File: src/rtl/seg7_scan_ctrl_pkg.sv
// -----------------------------------------------------------------------------
// seg7_pkg
// Shared types and constants for the 7-segment scan controller.
//   SEG_OFF          : segment bus value with every segment dark (active-low)
//   state_t          : scan FSM states OFF / BLANK / SHOW
//   GLYPH_0..GLYPH_F : active-low {a,b,c,d,e,f,g} patterns for each hex nibble
// -----------------------------------------------------------------------------
package seg7_pkg;

  localparam logic [6:0] SEG_OFF = 7'h7F;

  typedef enum logic [1:0] {
    OFF   = 2'd0,
    BLANK = 2'd1,
    SHOW  = 2'd2
  } state_t;

  localparam logic [6:0] GLYPH_0 = 7'b0000001;
  localparam logic [6:0] GLYPH_1 = 7'b1001111;
  localparam logic [6:0] GLYPH_2 = 7'b0010010;
  localparam logic [6:0] GLYPH_3 = 7'b0000110;
  localparam logic [6:0] GLYPH_4 = 7'b1001100;
  localparam logic [6:0] GLYPH_5 = 7'b0100100;
  localparam logic [6:0] GLYPH_6 = 7'b0100000;
  localparam logic [6:0] GLYPH_7 = 7'b0001111;
  localparam logic [6:0] GLYPH_8 = 7'b0000000;
  localparam logic [6:0] GLYPH_9 = 7'b0000100;
  localparam logic [6:0] GLYPH_A = 7'b0000010;
  localparam logic [6:0] GLYPH_B = 7'b1100000;
  localparam logic [6:0] GLYPH_C = 7'b0110001;
  localparam logic [6:0] GLYPH_D = 7'b1000010;
  localparam logic [6:0] GLYPH_E = 7'b0110000;
  localparam logic [6:0] GLYPH_F = 7'b0111000;

endpackage

File: src/rtl/seg7_scan_ctrl_if.sv
// -----------------------------------------------------------------------------
// seg7_scan_ctrl_if
// Bundles the value/control inputs and the display pin outputs of the scan
// controller.
//   enable, load, value, dp_in, blank_lz : producer -> controller
//   an, seg, dp, frame_start             : controller -> board pins / observer
// master = producer side, slave = controller side.
// -----------------------------------------------------------------------------
interface seg7_scan_ctrl_if #(
  parameter int NDIG = 4
);
  logic                enable;
  logic                load;
  logic [4*NDIG-1:0]   value;
  logic [NDIG-1:0]     dp_in;
  logic                blank_lz;
  logic [NDIG-1:0]     an;
  logic [6:0]          seg;
  logic                dp;
  logic                frame_start;

  modport master (
    output enable, load, value, dp_in, blank_lz,
    input  an, seg, dp, frame_start
  );

  modport slave (
    input  enable, load, value, dp_in, blank_lz,
    output an, seg, dp, frame_start
  );
endinterface

File: src/rtl/seg7_scan_ctrl_hex_to_seg7.sv
// -----------------------------------------------------------------------------
// hex_to_seg7
// Combinational hex nibble to active-low 7-segment decoder.
//   i_nib : 4-bit hex digit
//   o_seg : {a,b,c,d,e,f,g}, active-low
// -----------------------------------------------------------------------------
module hex_to_seg7
  import seg7_pkg::*;
(
  input  logic [3:0] i_nib,
  output logic [6:0] o_seg
);

  // Glyph lookup
  always_comb begin
    o_seg = SEG_OFF;
    case (i_nib)
      4'h0:    o_seg = GLYPH_0;
      4'h1:    o_seg = GLYPH_1;
      4'h2:    o_seg = GLYPH_2;
      4'h3:    o_seg = GLYPH_3;
      4'h4:    o_seg = GLYPH_4;
      4'h5:    o_seg = GLYPH_5;
      4'h6:    o_seg = GLYPH_6;
      4'h7:    o_seg = GLYPH_7;
      4'h8:    o_seg = GLYPH_8;
      4'h9:    o_seg = GLYPH_9;
      4'hA:    o_seg = GLYPH_A;
      4'hB:    o_seg = GLYPH_B;
      4'hC:    o_seg = GLYPH_C;
      4'hD:    o_seg = GLYPH_D;
      4'hE:    o_seg = GLYPH_E;
      4'hF:    o_seg = GLYPH_F;
      default: o_seg = SEG_OFF;
    endcase
  end

endmodule

File: src/rtl/seg7_scan_ctrl.sv
// -----------------------------------------------------------------------------
// seg7_scan_ctrl
// Time-multiplexed scan controller for an NDIG-digit common-anode display.
// Captures value/dp_in into a pending buffer, commits it to the display buffer
// only at the start of a frame (or immediately while OFF), and walks the digits
// through BLANK (dark guard) and SHOW (lit) slots.
//   clk, rst_n : clock, asynchronous active-low reset
//   bus        : slave side of seg7_scan_ctrl_if (inputs + registered pins)
// Parameters: NDIG digits, DIV lit cycles per slot, DEAD dark cycles between.
// -----------------------------------------------------------------------------
module seg7_scan_ctrl
  import seg7_pkg::*;
#(
  parameter int NDIG = 4,
  parameter int DIV  = 1000,
  parameter int DEAD = 8
) (
  input  logic              clk,
  input  logic              rst_n,
  seg7_scan_ctrl_if.slave   bus
);

  localparam int MAXV = (DIV > DEAD) ? DIV : DEAD;
  localparam int CW   = $clog2((MAXV > 2) ? MAXV : 2);
  localparam int IW   = (NDIG > 1) ? $clog2(NDIG) : 1;
  localparam logic [CW-1:0] DIV_LAST  = CW'(DIV - 1);
  localparam logic [CW-1:0] DEAD_LAST = CW'((DEAD > 0) ? (DEAD - 1) : 0);
  localparam logic [IW-1:0] IDX_LAST  = IW'(NDIG - 1);

  state_t              r_state;
  logic [CW-1:0]       r_cnt;
  logic [IW-1:0]       r_idx;
  logic [4*NDIG-1:0]   r_pend_val;
  logic [NDIG-1:0]     r_pend_dp;
  logic                r_pend_vld;
  logic [4*NDIG-1:0]   r_disp_val;
  logic [NDIG-1:0]     r_disp_dp;
  logic [NDIG-1:0]     r_an;
  logic [6:0]          r_seg;
  logic                r_dp;
  logic                r_frame_start;

  state_t              w_state_nxt;
  logic [CW-1:0]       w_cnt_nxt;
  logic [IW-1:0]       w_idx_nxt;
  logic                w_enter_show;
  logic                w_frame_begin;
  logic                w_commit;
  logic [4*NDIG-1:0]   w_disp_val_nxt;
  logic [NDIG-1:0]     w_disp_dp_nxt;
  logic [NDIG-1:0]     w_lz_dark;
  logic                w_zero_run;
  logic [3:0]          w_nib;
  logic [6:0]          w_glyph;
  logic [NDIG-1:0]     w_an_nxt;
  logic [6:0]          w_seg_nxt;
  logic                w_dp_nxt;

  // Next state, slot counter and digit index
  always_comb begin
    w_state_nxt  = r_state;
    w_cnt_nxt    = r_cnt;
    w_idx_nxt    = r_idx;
    w_enter_show = 1'b0;
    if (!bus.enable) begin
      w_state_nxt = OFF;
      w_cnt_nxt   = CW'(0);
      w_idx_nxt   = IW'(0);
    end else begin
      case (r_state)
        OFF: begin
          w_cnt_nxt = CW'(0);
          w_idx_nxt = IW'(0);
          // With no dead time there is no BLANK state at all
          if (DEAD == 0) begin
            w_state_nxt  = SHOW;
            w_enter_show = 1'b1;
          end else begin
            w_state_nxt = BLANK;
          end
        end
        BLANK: begin
          if (r_cnt == DEAD_LAST) begin
            w_state_nxt  = SHOW;
            w_cnt_nxt    = CW'(0);
            w_enter_show = 1'b1;
          end else begin
            w_cnt_nxt = r_cnt + CW'(1);
          end
        end
        SHOW: begin
          if (r_cnt == DIV_LAST) begin
            w_cnt_nxt = CW'(0);
            w_idx_nxt = (r_idx == IDX_LAST) ? IW'(0) : (r_idx + IW'(1));
            if (DEAD == 0) begin
              w_state_nxt  = SHOW;
              w_enter_show = 1'b1;
            end else begin
              w_state_nxt = BLANK;
            end
          end else begin
            w_cnt_nxt = r_cnt + CW'(1);
          end
        end
        default: begin
          w_state_nxt = OFF;
          w_cnt_nxt   = CW'(0);
          w_idx_nxt   = IW'(0);
        end
      endcase
    end
  end

  assign w_frame_begin = w_enter_show && (w_idx_nxt == IW'(0));
  // Pending data lands only on a frame boundary so a frame never mixes values
  assign w_commit      = r_pend_vld && (w_frame_begin || (r_state == OFF));

  // Display buffer as seen by the outputs of the upcoming cycle
  always_comb begin
    if (w_commit) begin
      w_disp_val_nxt = r_pend_val;
      w_disp_dp_nxt  = r_pend_dp;
    end else begin
      w_disp_val_nxt = r_disp_val;
      w_disp_dp_nxt  = r_disp_dp;
    end
  end

  // Leading-zero mask: scan from the top digit while the run of zeros holds
  always_comb begin
    w_lz_dark  = {NDIG{1'b0}};
    w_zero_run = 1'b1;
    for (int i = NDIG - 1; i >= 0; i--) begin
      w_zero_run   = w_zero_run & (w_disp_val_nxt[4*i +: 4] == 4'h0);
      w_lz_dark[i] = bus.blank_lz & w_zero_run & (i != 0);
    end
  end

  assign w_nib = w_disp_val_nxt[{w_idx_nxt, 2'b00} +: 4];

  hex_to_seg7 u_hex_to_seg7 (
    .i_nib (w_nib),
    .o_seg (w_glyph)
  );

  // Pin values for the upcoming cycle; anything but a visible SHOW is dark
  always_comb begin
    w_an_nxt  = {NDIG{1'b1}};
    w_seg_nxt = SEG_OFF;
    w_dp_nxt  = 1'b1;
    if ((w_state_nxt == SHOW) && !w_lz_dark[w_idx_nxt]) begin
      w_an_nxt[w_idx_nxt] = 1'b0;
      w_seg_nxt           = w_glyph;
      w_dp_nxt            = ~w_disp_dp_nxt[w_idx_nxt];
    end else begin
      w_an_nxt  = {NDIG{1'b1}};
      w_seg_nxt = SEG_OFF;
      w_dp_nxt  = 1'b1;
    end
  end

  // Scan FSM, counters and registered display pins
  always_ff @(posedge clk or negedge rst_n) begin
    if (!rst_n) begin
      r_state       <= OFF;
      r_cnt         <= CW'(0);
      r_idx         <= IW'(0);
      r_an          <= {NDIG{1'b1}};
      r_seg         <= SEG_OFF;
      r_dp          <= 1'b1;
      r_frame_start <= 1'b0;
    end else begin
      r_state       <= w_state_nxt;
      r_cnt         <= w_cnt_nxt;
      r_idx         <= w_idx_nxt;
      r_an          <= w_an_nxt;
      r_seg         <= w_seg_nxt;
      r_dp          <= w_dp_nxt;
      r_frame_start <= w_frame_begin;
    end
  end

  // Pending and display buffers; a load on a commit edge waits for next frame
  always_ff @(posedge clk or negedge rst_n) begin
    if (!rst_n) begin
      r_pend_val <= {(4*NDIG){1'b0}};
      r_pend_dp  <= {NDIG{1'b0}};
      r_pend_vld <= 1'b0;
      r_disp_val <= {(4*NDIG){1'b0}};
      r_disp_dp  <= {NDIG{1'b0}};
    end else begin
      r_disp_val <= w_disp_val_nxt;
      r_disp_dp  <= w_disp_dp_nxt;
      if (bus.load) begin
        r_pend_val <= bus.value;
        r_pend_dp  <= bus.dp_in;
        r_pend_vld <= 1'b1;
      end else if (w_commit) begin
        r_pend_vld <= 1'b0;
      end else begin
        r_pend_vld <= r_pend_vld;
      end
    end
  end

  assign bus.an          = r_an;
  assign bus.seg         = r_seg;
  assign bus.dp          = r_dp;
  assign bus.frame_start = r_frame_start;

endmodule
File: src/flat_wrapper.sv
// flat-port wrapper written by rule: the top's interface ports become plain ports
module seg7_scan_ctrl_flat import seg7_pkg::*;
#(
  parameter int NDIG = 4,
  parameter int DIV  = 1000,
  parameter int DEAD = 8
)
  (clk, rst_n, bus_enable, bus_load, bus_value, bus_dp_in, bus_blank_lz, bus_an, bus_seg, bus_dp, bus_frame_start);
  seg7_scan_ctrl_if #(.NDIG(NDIG)) bus_i ();
  input  logic clk;
  input  logic rst_n;
  input wire logic [$bits(bus_i.enable)-1:0] bus_enable;
  input wire logic [$bits(bus_i.load)-1:0] bus_load;
  input wire logic [$bits(bus_i.value)-1:0] bus_value;
  input wire logic [$bits(bus_i.dp_in)-1:0] bus_dp_in;
  input wire logic [$bits(bus_i.blank_lz)-1:0] bus_blank_lz;
  output wire logic [$bits(bus_i.an)-1:0] bus_an;
  output wire logic [$bits(bus_i.seg)-1:0] bus_seg;
  output wire logic [$bits(bus_i.dp)-1:0] bus_dp;
  output wire logic [$bits(bus_i.frame_start)-1:0] bus_frame_start;
  assign bus_i.enable = bus_enable;
  assign bus_i.load = bus_load;
  assign bus_i.value = bus_value;
  assign bus_i.dp_in = bus_dp_in;
  assign bus_i.blank_lz = bus_blank_lz;
  assign bus_an = bus_i.an;
  assign bus_seg = bus_i.seg;
  assign bus_dp = bus_i.dp;
  assign bus_frame_start = bus_i.frame_start;
  seg7_scan_ctrl #(.NDIG(NDIG), .DIV(DIV), .DEAD(DEAD)) u_core (.clk(clk), .rst_n(rst_n), .bus(bus_i));
endmodule
File: config.mk
export PLATFORM = sky130hd
export DESIGN_NAME = seg7_scan_ctrl_flat
export DESIGN_NICKNAME = d
export VERILOG_FILES = /design/src/rtl/seg7_scan_ctrl_pkg.sv /design/src/rtl/seg7_scan_ctrl_if.sv /design/src/rtl/seg7_scan_ctrl_hex_to_seg7.sv /design/src/rtl/seg7_scan_ctrl.sv /design/src/flat_wrapper.sv
export SDC_FILE = /design/constraint.sdc
export NUM_CORES = 1
export LEC_CHECK = 0
export CAP_MARGIN = 5
export CORE_AREA = 2 2 122 124
export CTS_CLUSTER_DIAMETER = 40
export CTS_CLUSTER_SIZE = 12
export DETAILED_ROUTE_END_ITERATION = 16
export DIE_AREA = 0 0 124 126
export PLACE_DENSITY = 0.45
export SYNTH_ARGS = -nofsm -noshare
export SYNTH_HDL_FRONTEND = slang
export SYNTH_HIERARCHICAL = 1
export SYNTH_SLANG_ARGS = --single-unit
File: constraint.sdc
create_clock -name clk -period 3.31 [get_ports clk]
set_input_delay 0.4965 -clock clk [delete_from_list [all_inputs] [get_ports clk]]
set_output_delay 0.4965 -clock clk [all_outputs]
set_load 0.05 [all_outputs]
Word level (Yosys, flattened, before mapping) --
Memories as Yosys holds them, arrays and structs flattened. Cells that the tools add are included.
Storage, ports and cells: register bits 68, latch bits 0, bits in writable memories 0, ROM bits 112, memories kept 1
Memory list:
- (name not given) | words 16, width 7, rd ports 1, clocked after Yosys merged registers in 0, wr ports 0, RTL line seg7_scan_ctrl_hex_to_seg7.sv:17 | case (i_nib)
Cells by class: $add $sub $neg 2, $mul 0, div/mod/pow operators 0, magnitude comparators 2, equality and inequality tests 6, shift operators 1, multiplexer cells 28, bitwise logic cells 7, reduce and logical (&&, ||, !) cells 12
Operator list (number):
- $mux W10 | 3
- $pmux W10 S2 | 1
- $mux W16 | 1
- $shiftx A16 B5 Y4 | 1
- $logic_not A4 Y1 | 3
- $mux W2 | 6
- $add A10 B1 Y10 const B | 1
- $eq A10 B10 Y1 const B | 1
- $eq A10 B3 Y1 const B | 1
- $mux W1 | 9
- $mux W4 | 2
- $mux W7 | 1
- $eq A2 B2 Y1 const B | 3
- $pmux W2 S3 | 1
- $and A1 B1 Y1 | 5
- $bmux W1 S2 | 2
- $logic_and A1 B1 Y1 | 4
- $logic_not A2 Y1 | 2
- $not A4 Y4 | 1
- $pmux W2 S2 | 1
- $lt A2 B3 Y1 const B | 1
- $add A2 B1 Y2 const B | 1
- $demux W1 S2 | 1
- $eq A2 B1 Y1 const B | 1
- 5 further kinds | 5

Depth between registers and ports, before layout --
depth in word-level cells 19, gate-level depth with buffers 17, mapped depth without buffers 15

Hierarchy --
The synthesis kept the hierarchy.
By module, submodules not included:
- seg7_scan_ctrl | times used 1, cells each 319, area an instance 3278.1 um2, seq. area each 1716.6 um2
- hex_to_seg7 | times used 1, cells each 35, area an instance 245.2 um2, seq. area each 0.0 um2

Worst setup path after synthesis --
OpenSTA, ideal clock, no wires.
path kind register to register, start point register u_core.r_cnt[0], end point register u_core.r_seg[1], in the netlist u_core/bus.seg[1], data arrival time 3396 ps, data required time 3228 ps, slack -168 ps, cell stages (with the launch flop) 13, path buffers 0, clock period less this slack 3478 ps, cell sequence dfrtp_1 ha_1 and4bb_4 and3_4 a311o_4 o21ai_4 nand3_1 a32o_1 o211ai_1 inv_1 ha_1 mux4_2 or2_1
RTL lines:
- start, declared | RTL line seg7_scan_ctrl.sv:31 | logic [CW-1:0] r_cnt;
- start signal, assigned | RTL line seg7_scan_ctrl.sv:174 | r_cnt <= w_cnt_nxt;
- $eq A10 B10 Y1 | RTL line seg7_scan_ctrl.sv:92 | if (r_cnt == DIV_LAST) begin
- $mux W2 | RTL line seg7_scan_ctrl.sv:92
- $pmux W2 S2 | RTL line seg7_scan_ctrl.sv:70 | case (r_state)
- $mux W2 | RTL line seg7_scan_ctrl.sv:65 | if (!bus.enable) begin
- $logic_not A2 Y1 | RTL line seg7_scan_ctrl.sv:114 | assign w_frame_begin = w_enter_show && (w_idx_nxt == IW'(0));
- $logic_and A1 B1 Y1 | RTL line seg7_scan_ctrl.sv:114
- $logic_or A1 B1 Y1 | RTL line seg7_scan_ctrl.sv:116 | assign w_commit = r_pend_vld && (w_frame_begin || (r_state == OFF));
- $logic_and A1 B1 Y1 | RTL line seg7_scan_ctrl.sv:116
- $mux W16 | RTL line seg7_scan_ctrl.sv:120 | if (w_commit) begin
- $shiftx A16 B5 Y4 * | RTL line seg7_scan_ctrl.sv:139 | assign w_nib = w_disp_val_nxt[{w_idx_nxt, 2'b00} +: 4];
- via u_core.w_nib[1] | RTL line seg7_scan_ctrl.sv:53 | logic [3:0] w_nib;
- $mem_v2 Z16 W7 *
- via u_core.w_glyph[1] | RTL line seg7_scan_ctrl.sv:54 | logic [6:0] w_glyph;
- $mux W7 * | RTL line seg7_scan_ctrl.sv:151 | if ((w_state_nxt == SHOW) && !w_lz_dark[w_idx_nxt]) begin
- via u_core.w_seg_nxt[1] | RTL line seg7_scan_ctrl.sv:56 | logic [6:0] w_seg_nxt;
- end signal, assigned | RTL line seg7_scan_ctrl.sv:177 | r_seg <= w_seg_nxt;
- end, declared | RTL line seg7_scan_ctrl.sv:39 | logic [6:0] r_seg;
The timed path passes the listed nets; every way through them passes the cells marked *. The select of a mux whose other input is x is not followed. A chain may end at the register's enable or synchronous reset.

Worst setup path after layout --
start point register u_core.r_cnt[1], end point register u_core.r_seg[1], in the netlist u_core/bus.seg[1]
Same word-level chain as after synthesis.

==> metrics.cfg <==
[yosys]
synth_edf_count=0
syn_avg_cell_area_um2=9.95
synth_top_flop_cell=dfrtp_1
ys_ff_latch=68
netlist_instances=354
yosys.area.top_type=dfrtp_1
synth_area_um2=3520
synthArstFlopShare=1.00
ys_seq_area_frac=0.487
synthTopCellsByArea=dfrtp_1, dfstp_2, o21ai_0
synth_top_area_frac=0.398
ys_types=54
synth_fp_nets=391
yosys_warnings=6

[sta]
hold_viol_final=0
worstMarginPinSlew_ps=847
max_slew_margin=0.434
finalSetupViolations=2
slew_violations=0
worst_slack_ps=-70.3
clock.fmax_mhz=296
clock_skew_ps=7.19
rsz0062_at_grt=true
period_needed_ps=3380
fin_crit_sh=1.02

[status]
violations=setup timing
outcome=complete, but fails checks

[pwr]
power_mw=2.39
p_per_area_nw_per_um2=480
ir_worst_vdd_mv=0.213
p_leak_nw=2.18

[finish]
final_nets=489
fin_util=0.349
n_antenna_cell=0
layout-drive-gt1-share=0.300
final_cells=641
design_area_um2=4990
syn_to_final_growth_pct=41.7

[global_routing]
antenna_found_initial=0
grt_start_max_net_pins=47
grt_usage=0.122
grt_pass1_vias=2939
overflow=0
grt_pass1_wl_mm=14.8

[flow_run]
maxCapViolCount=0

[worst_setup_path]
arrival_ps=3640
crit_required_ps=3570
cp_max_fo=12
crit_type=flip-flop to flip-flop
crit_path_end_kind=flip-flop
startpoint_type=flip-flop

[placed_design]
pre_cts_ws_ps=-277
place.gp.congestion=0.795
dpl_cell_area_um2=4500
hpwlAfterDp_mm=6.52
port_buffers=37
dpl.cell_count=616

[cts]
cts_tree=built
clock_path_buffers=2
h-tree-depth=3
clk_latency_ps=330
numClockSinks=68
clk_pin_slew_ps=60
root_buffer=clkbuf_16
ctsHoldBuffers=0
cts_buffers=9

[routing]
dr.pass1.iters=4
vias_per_cell=4.45
drtIter0Drc=190
num_vias=2850
drt-total-wl_mm=8.77
drcViolationCount=0
ant_nets=0
wl_per_cell_um=13.7

[die]
die_w_um=124
initial_utilization=0.246
dieArea_um2=15600
core_area_um2=14300
die_y_um=126
rows=44
pin_count=38

[min_path]
hp-class=primary input to async pin

synthesized netlist by cell type, drive strengths merged (2+ instances only):
master	n
a21boi	11
a21oi	7
a2bb2oi	2
a31oi	5
a32o	3
a41oi	2
and2	5
and3	7
and4	2
buf	6
clkbuf	10
dfrtp	56
dfstp	12
ha	12
inv	25
mux2	11
mux2i	3
nand2	32
nand2b	2
nand3	11
nand4	5
nor2	20
nor2b	2
nor3	12
nor4	6
o211ai	3
o21ai	41
o21bai	2
or2	18
xnor2	5
xor2	3
power by group:
part	total (mW)	switching (mW)	internal [mW]	leakage, nW
logic	0.436	0.213	0.224	1.20
registers	0.940	0.0374	0.903	0.832
clock network	1.02	0.359	0.659	0.149
total	2.39	0.609	1.79	2.18
cell type report:
type / instances / area, um2
Clock inverter: 6 / 88.8
Sequential cell: 68 / 1720
Inverter: 25 / 93.8
Timing Repair Buffer: 103 / 897
Fill cell: 1482 / 9320
Tap cell: 184 / 230
Multi-Input combinational cell: 245 / 1740
Clock buffer: 10 / 229
metal layers:
metal / up-vias / part of all wire / track usage
li1: 1436 / - / -
met1: 1362 / 0.49 / 0.170
met2: 45 / 0.46 / 0.184
met3: 7 / 0.033 / 0.0294
met4: 0 / 0.012 / 0.0449
met5: - / 0 / 0
cell usage in the layout (no fill, tap or decap), types with 3 or more instances in the layout:
cell type         n
and3_1            5
buf_4            62
mux2_2           10
xor2_1            3
ha_1              9
o211ai_1          3
or2_1            10
nor2_1           20
nand4_1           5
dfstp_2          12
inv_1            25
and2_1            4
o21ai_0          26
mux2i_1           3
clkbuf_16         9
or2_2             8
nor4_1            6
a21boi_0         11
a21oi_1           7
nand2_1          32
ha_2              3
clkdlybuf4s50_1  36
nor3_1            6
a31oi_1           3
nand3_1           9
xnor2_1           5
dfrtp_1          56
o21ai_1          14
nor3_4            4
cell families after synthesis:
family | after synthesis | share of synthesized area
AO/OA/AOI/OAI | 86 | 0.168
XOR/XNOR | 8 | 0.0199
adder cells (fa/ha/maj) | 12 | 0.0426
buffers and inverters | 41 | 0.0483
flip-flops | 68 | 0.487
multiplexers | 15 | 0.0501
AND/OR/NAND/NOR | 124 | 0.184
repair_timing:
action | CTS | global route
resized for setup | 15 | 13
buffers inserted | 4 | 5
pin swaps | 4 | 3
setup endpoints to repair | 6 | 7
per-stage QoR:
stage          hold WS [ps]  setup TNS [ps]
2_1_floorplan           201               0
3_3_place_gp            490            -271
3_5_place_dp            494            -828
4_1_cts                 150           -34.9
5_1_grt                 178           -1150
6_report                138           -85.6
worst paths after layout:
check                                          from  depth (start not counted)  slack, ps                  end
min in group clk                u_core/r_disp_dp[3]                          1        510  u_core/r_disp_dp[3]
worst min register to register  u_core/r_disp_dp[3]                          1        510  u_core/r_disp_dp[3]
max in group asynchronous                     rst_n                          2       2200  u_core/r_pend_dp[3]
worst max register to register      u_core/r_cnt[1]                         13        -70    u_core/bus.seg[1]
worst min-delay path                          rst_n                          1        140    u_core/r_pend_vld
worst max-delay path                u_core/r_cnt[1]                         13        -70    u_core/bus.seg[1]
state kept, by name (all words and copies together) (netlist names):
signal / count
u_core/bus.an: 4
u_core/r_pend_vld: 1
u_core/r_state: 2
u_core/bus.frame_start: 1
u_core/r_pend_dp: 4
u_core/bus.seg: 7
u_core/r_disp_val: 16
u_core/r_disp_dp: 4
u_core/r_cnt: 10
u_core/r_pend_val: 16
u_core/r_idx: 2
u_core/bus.dp: 1
critical path, cell delays in order, from the launching register on:
cell and delay, ps:
dfrtp_1 380, ha_2 190, and4bb_4 210, and3_4 170
a311o_4 400, o21ai_4 180, buf_12 140, a31oi_1 90
a32o_1 240, o211ai_1 290, inv_1 130, ha_2 210
mux4_2 470, or2_1 220
(Power assumes the default switching activity.)
==> RTL change 1, RTL diff (same flow settings) <==
`DIV` is set to 1000 in 2 places; all go to 2000.
--- a/src/rtl/seg7_scan_ctrl.sv
+++ b/src/rtl/seg7_scan_ctrl.sv
@@ -13,5 +13,5 @@
 #(
   parameter int NDIG = 4,
-  parameter int DIV  = 1000,
+  parameter int DIV  = 2000,
   parameter int DEAD = 8
 ) (
--- a/src/flat_wrapper.sv
+++ b/src/flat_wrapper.sv
@@ -3,5 +3,5 @@
 #(
   parameter int NDIG = 4,
-  parameter int DIV  = 1000,
+  parameter int DIV  = 2000,
   parameter int DEAD = 8
 )
Behaviour: same outputs for any inputs over 10 cycles, from zero or initial values and one cycle with rst_n low; that may be too few to reach the edited logic, so the function may still have changed.
==> RTL change 1 against the unedited design <==
  * Core utilization decreased by 2.2 points
  * Clock power up 7%
  * Sequential cell count increased by 1
  * Area after synthesis shrank 4.5%
  * Total power rose by 3.1%
  * Wire length down 11%
  * Sequential power rose by 3.0%
  * First-iteration DRC count is 35% lower
  * Die area did not move
  * Setup slack improved by 72 ps
  * Fmax increased by 2.2%
  * Cell area fell by 6.3%
==> RTL change 1: results (changes against the unedited design) <==
| Metric | Value |
|---|---|
| HPWL after DPL | 5800 um (-11%) |
| Largest net degree at the start of global routing | 28 (-40%) |
| CLK BUF | 9 (-1) |
| Dpl cells | 520 (-16%) |
| Outcome | complete, no violations |
| Met3 Use GR | 3.94% (+1.0 points) |
| Max VDD drop | 0.309 mV (+45%) |
| Place WS | -310 ps (-32.5 ps) |
| Top Registers | u_core/r_disp_val (16), u_core/r_pend_val (16), u_core/r_cnt (11) |
| Drt initial violations | 124 (-35%) |
| Synth area leaders | dfrtp_1 42%, mux2_2 12%, dfstp_2 9.4% |
| Area of placed instances | 4170 sq um (-7.5%) |
| Data buffer area share | 14.6% (-3.4 points) |
| Clock-net power | 1.09 mW (+7%) |
| Detail Route met3 WL | 295 um (+0.68%) |
| Highest cell delay on the worst timing path | 450 ps (-20 ps) |
| CP arrival | 3570 ps (-70 ps) |
| Vias in the first global route | 2551 (-13%) |
| Post-Synth XOR/XNOR Area | 2.34% (+0.36 points) |
| Total track usage | 11.0% (-1.2 points) |
| Layout Cells excl Fill | 543 (-15%) |
| Non-clk invs | 9 (-64%) |
| Multi-In Gates | 187 (-24%) |
| Post-synth cell types | 56 (+3.7%) |
| Combinational group power | 411 uW (-5.7%) |
| Initial antenna violation count | 0 (unchanged) |
| DRT Wirelength | 7840 um (-11%) |
| Final clock-cell share | 7.25% (+0.89 points) |
| Fraction of area in multi-input gates | 35.2% (+0.45 points) |
| Top FF cell, synth | dfrtp_1 |
| GP Congestion | 0.781 (-1.8%) |
| FF-to-FF setup slack | 1 ps (+70 ps) |
| Number of vias per cell | 4.38 (-1.6%) |
| Reg area | 1740 sq um (+1.6%) |
| Slew @ Worst Pin | 992 ps (+145 ps) |
| F_max | 302 MHz (+2.2%) |
| CP max FO | 5 (-7) |
| Bufs w/o clock | 78 (-24%) |
| Die width | 124 um (unchanged) |
| Final nets | 391 (-20%) |
| GRT met2 Usage | 16.6% (-1.7 points) |
| Syn nets | 309 (-21%) |
| Metal2 WL | 3610 um (-11%) |
| Cell area after layout | 4670 sq um (-6.3%) |
| Layout cells sized above 1 | 38.4% (+8.5 points) |
| Clk_skew | 5.86 ps (-1.33 ps) |
| Leakage | 1.99 nW (-9.1%) |
| Hold Worst Slack | 130 ps (-7.95 ps) |
| DRT met1 WL | 3870 um (-10%) |
| Synth top cells by count | 57 x dfrtp_1, 35 x mux2_2, 16 x nor2_1 |
| Clock sink count | 69 (+1.5%) |
| Combinational fraction of design power | 16.6% (-1.6 points) |
## RTL change 1: cell count changes after synthesis, sizes merged, moves of 8 or more
| cell | unedited run | this run |
|---|---|---|
| mux2 | 11 | 41 |
| nand2 | 32 | 15 |
| clkbuf | 10 | 2 |
| o21ai | 41 | 10 |
| or2 | 18 | 9 |
| a21boi | 11 | 1 |
| inv | 25 | 9 |
| nor3 | 12 | 1 |
## RTL change 1: worst paths after layout
check                               startpoint             endpoint  cells after the start
max reg2reg                  u_core/r_state[0]    u_core/bus.seg[1]                     11
max in group asynchronous                rst_n     u_core/bus.an[1]                      2
min in group clk           u_core/r_disp_dp[0]  u_core/r_disp_dp[0]                      1
min                                      rst_n      u_core/r_cnt[2]                      1
min reg2reg                u_core/r_disp_dp[0]  u_core/r_disp_dp[0]                      1
max                          u_core/r_state[0]    u_core/bus.seg[1]                     11
## RTL change 1: repair_timing
action / in CTS / in global routing
endpoints found under the setup margin: 4 / 7
setup buffers: 2 / 5
resized for setup: 4 / 25
pin swaps: 1 / 10
==> RTL change 2, RTL diff (config.mk and constraints unchanged) <==
Without the edit above. The 3 states of `state_t` get a one-hot encoding in 3 bits.
--- a/src/rtl/seg7_scan_ctrl_pkg.sv
+++ b/src/rtl/seg7_scan_ctrl_pkg.sv
@@ -10,8 +10,8 @@
   localparam logic [6:0] SEG_OFF = 7'h7F;
 
-  typedef enum logic [1:0] {
-    OFF   = 2'd0,
-    BLANK = 2'd1,
-    SHOW  = 2'd2
+  typedef enum logic [2:0] {
+    OFF   = 3'b001,
+    BLANK = 3'b010,
+    SHOW  = 3'b100
   } state_t;
 
Behaviour: no difference found for any inputs over 10 cycles, from zero or initial values and one cycle with rst_n low; not proved beyond that.
==> RTL change 2 against the unedited design <==
  * Sequential cell count rose by 1
  * Wire length is 9.9% lower
  * Hold slack improved by 200 ps
  * Critical path depth is the same
  * Synthesized cell count fell by 21%
  * Area after synthesis decreased by 3.9%
  * Cell area shrank 8.8%
  * Clock skew hardly changed
  * Highest routed layer unchanged
  * Fmax is 3.9% higher
  * Setup slack improved by 130 ps
Power is not compared: it rests on default switching activity, and its combinational part moved more than twofold at a synthesized area within 25%.
==> RTL change 2: results (changes against the unedited design) <==
| Metric | Value |
|---|---|
| Outcome | complete, no violations |
| R2R Path Start | u_core/r_cnt[1] |
| Cts bufs inserted | 9 (unchanged) |
| CP top delay family | compound AO/OA/AOI/OAI gates |
| Met1 Use GR | 15.6% (-1.4 points) |
| Clk root buf | clkbuf_16 |
| Max Root-Sink Buffers | 2 (unchanged) |
| Post-synth cell types | 56 (+3.7%) |
| Port Buf Inserts | 37 (unchanged) |
| Syn nets | 314 (-20%) |
| Synth area leaders | dfrtp_1 41%, mux2_2 13%, dfstp_2 10% |
| GRT met2 Usage | 15.3% (-3.1 points) |
| Slew headroom | 40.3% (-3.0 points) |
| Vias in the first global route | 2450 (-17%) |
| Fill count | 1470 (-0.81%) |
| First-pass GRT wire length | 12900 um (-13%) |
| Largest net degree at the start of global routing | 70 (+49%) |
| Hold WC Path Type | in -> async |
| Slowest CP cell | mux4_2 |
| Met3 Use GR | 3.35% (+0.41 points) |
| Detail Route met3 WL | 344 um (+17%) |
| Total track usage | 11.0% (-1.2 points) |
| Worst skew pair latency | 340 ps |
| RR Endpoint | u_core/bus.seg[1] |
| DRT met1 WL | 3970 um (-7.9%) |
| Synth top cells by count | 56 x dfrtp_1, 38 x mux2_2, 17 x nor2_1 |
| FF-to-FF setup slack | 60 ps (+130 ps) |
| Drt initial violations | 96 (-49%) |
| Reg2reg path depth | 13 (unchanged) |
| CP max FO | 5 (-7) |
| GP Congestion | 0.805 (+1.2%) |
| HPWL after DPL | 5510 um (-16%) |
| Final nets | 390 (-20%) |
| Clk_skew | 7.45 ps (+0.255 ps) |
| Highest cell delay on the worst timing path | 440 ps (-30 ps) |
| Layout cells sized above 1 | 35.4% (+5.4 points) |
| Max VDD drop | 0.260 mV |
| Sequential share of the synthesized area | 51.5% (+2.8 points) |
| Setup Crit Path Kind | reg -> reg |
| Top Metal Used | met4 |
| Post-synth ARST share | 100% (unchanged) |
| Synth Warn # | 6 (unchanged) |
| Switching power total | 889 uW |
| Clock transition at path regs | 60 ps (about the same) |
| Antenna diodes | 0 (unchanged) |
| Number of vias per cell | 4.39 (-1.3%) |
| Leakage | 1.87 nW |
| Initial antenna violation count | 0 (unchanged) |
| Drt wl/cell | 14.5 um (+5.8%) |
| H-tree depth | 3 (unchanged) |
| CP arrival | 3530 ps (-110 ps) |
| Metal2 WL | 3450 um (-15%) |
RTL change 2: cell types whose count changed in the layout (fill, tap and decap cells not counted), moves of 5 or more:
| cell | before | now |
|---|---|---|
| inv_1 | 25 | 11 |
| or2_2 | 8 | 0 |
| o21ai_0 | 26 | 4 |
| a21boi_0 | 11 | 1 |
| or2_1 | 10 | 0 |
| mux2_2 | 10 | 36 |
| a221o_1 | 0 | 5 |
| buf_4 | 62 | 37 |
| o21ai_1 | 14 | 5 |
| nand2_1 | 32 | 16 |
RTL change 2: cell families after synthesis:
group | Yosys count | share of synthesized area (%)
buffers and inverters | 25 | 3.81
AO/OA/AOI/OAI | 44 | 11.2
XOR/XNOR | 9 | 2.33
multiplexers | 42 | 14.4
adder cells (fa/ha/maj) | 8 | 2.96
flip-flops | 69 | 51.5
AND/OR/NAND/NOR | 84 | 13.9
RTL change 2: layout make-up:
cell class / instances / area, sq um / share of cell area (%)
clock buffer: 9 / 225 / 4.95
tap: 184 / 230 / 5.06
sequential: 69 / 1740 / 38.3
inverter: 13 / 48.8 / 1.07
timing repair buffer: 77 / 698 / 15.3
clock inverter: 7 / 42.5 / 0.935
multi-input combinational: 187 / 1560 / 34.4
RTL change 2: worst max-delay path by stage:
stage                          from  slack (ps)                end
floorplan           u_core/r_cnt[0]          40  u_core/bus.seg[1]
detailed placement       bus_enable        -360  u_core/bus.seg[1]
global route        u_core/r_cnt[1]         -40  u_core/bus.seg[1]
CTS                 u_core/r_cnt[0]          10  u_core/bus.seg[1]
finish              u_core/r_cnt[1]          60  u_core/bus.seg[1]
global placement         bus_enable        -270  u_core/bus.seg[1]
RTL change 2: through the flow:
stage	TNS, ps	hold WS, ps	cell area (sq um)	setup WS, ps	instances
after floorplan	0	201	3390	39.2	281
after global placement	-1160	482	4130	-265	519
after detailed placement	-1650	486	4130	-365	519
after CTS	0	413	4410	12.9	536
after global routing	-66.6	474	4550	-39.0	546
final	0	343	4550	55.2	546
RTL change 2: what timing repair did:
action / in CTS / in global routing
pin swaps: 0 / 6
buffers inserted: 1 / 10
gates resized for setup: 1 / 15
setup endpoints to repair: 1 / 4
hold buffers: 0 / 0
RTL change 2: worst register-to-register path, stage by stage (launching register included):
cell	delay [ps]
dfrtp_1	390
ha_2	210
and4bb_2	250
and4_4	170
o21ai_4	210
mux2_4	330
a311o_1	280
o211a_1	130
a221o_1	350
inv_2	130
ha_4	130
inv_1	30
mux4_2	440
nand2b_4	150
RTL change 2: power groups by stage:
stage | Sequential, mW | Combinational [mW] | Clock [mW]
after floorplan | 1.06 | 0.620 | 0
after global placement | 1.10 | 0.849 | 0
after detailed placement | 1.10 | 0.857 | 0
after CTS | 1.08 | 0.870 | 0.898
after global routing | 1.11 | 1.10 | 0.941
final | 1.09 | 0.992 | 0.872
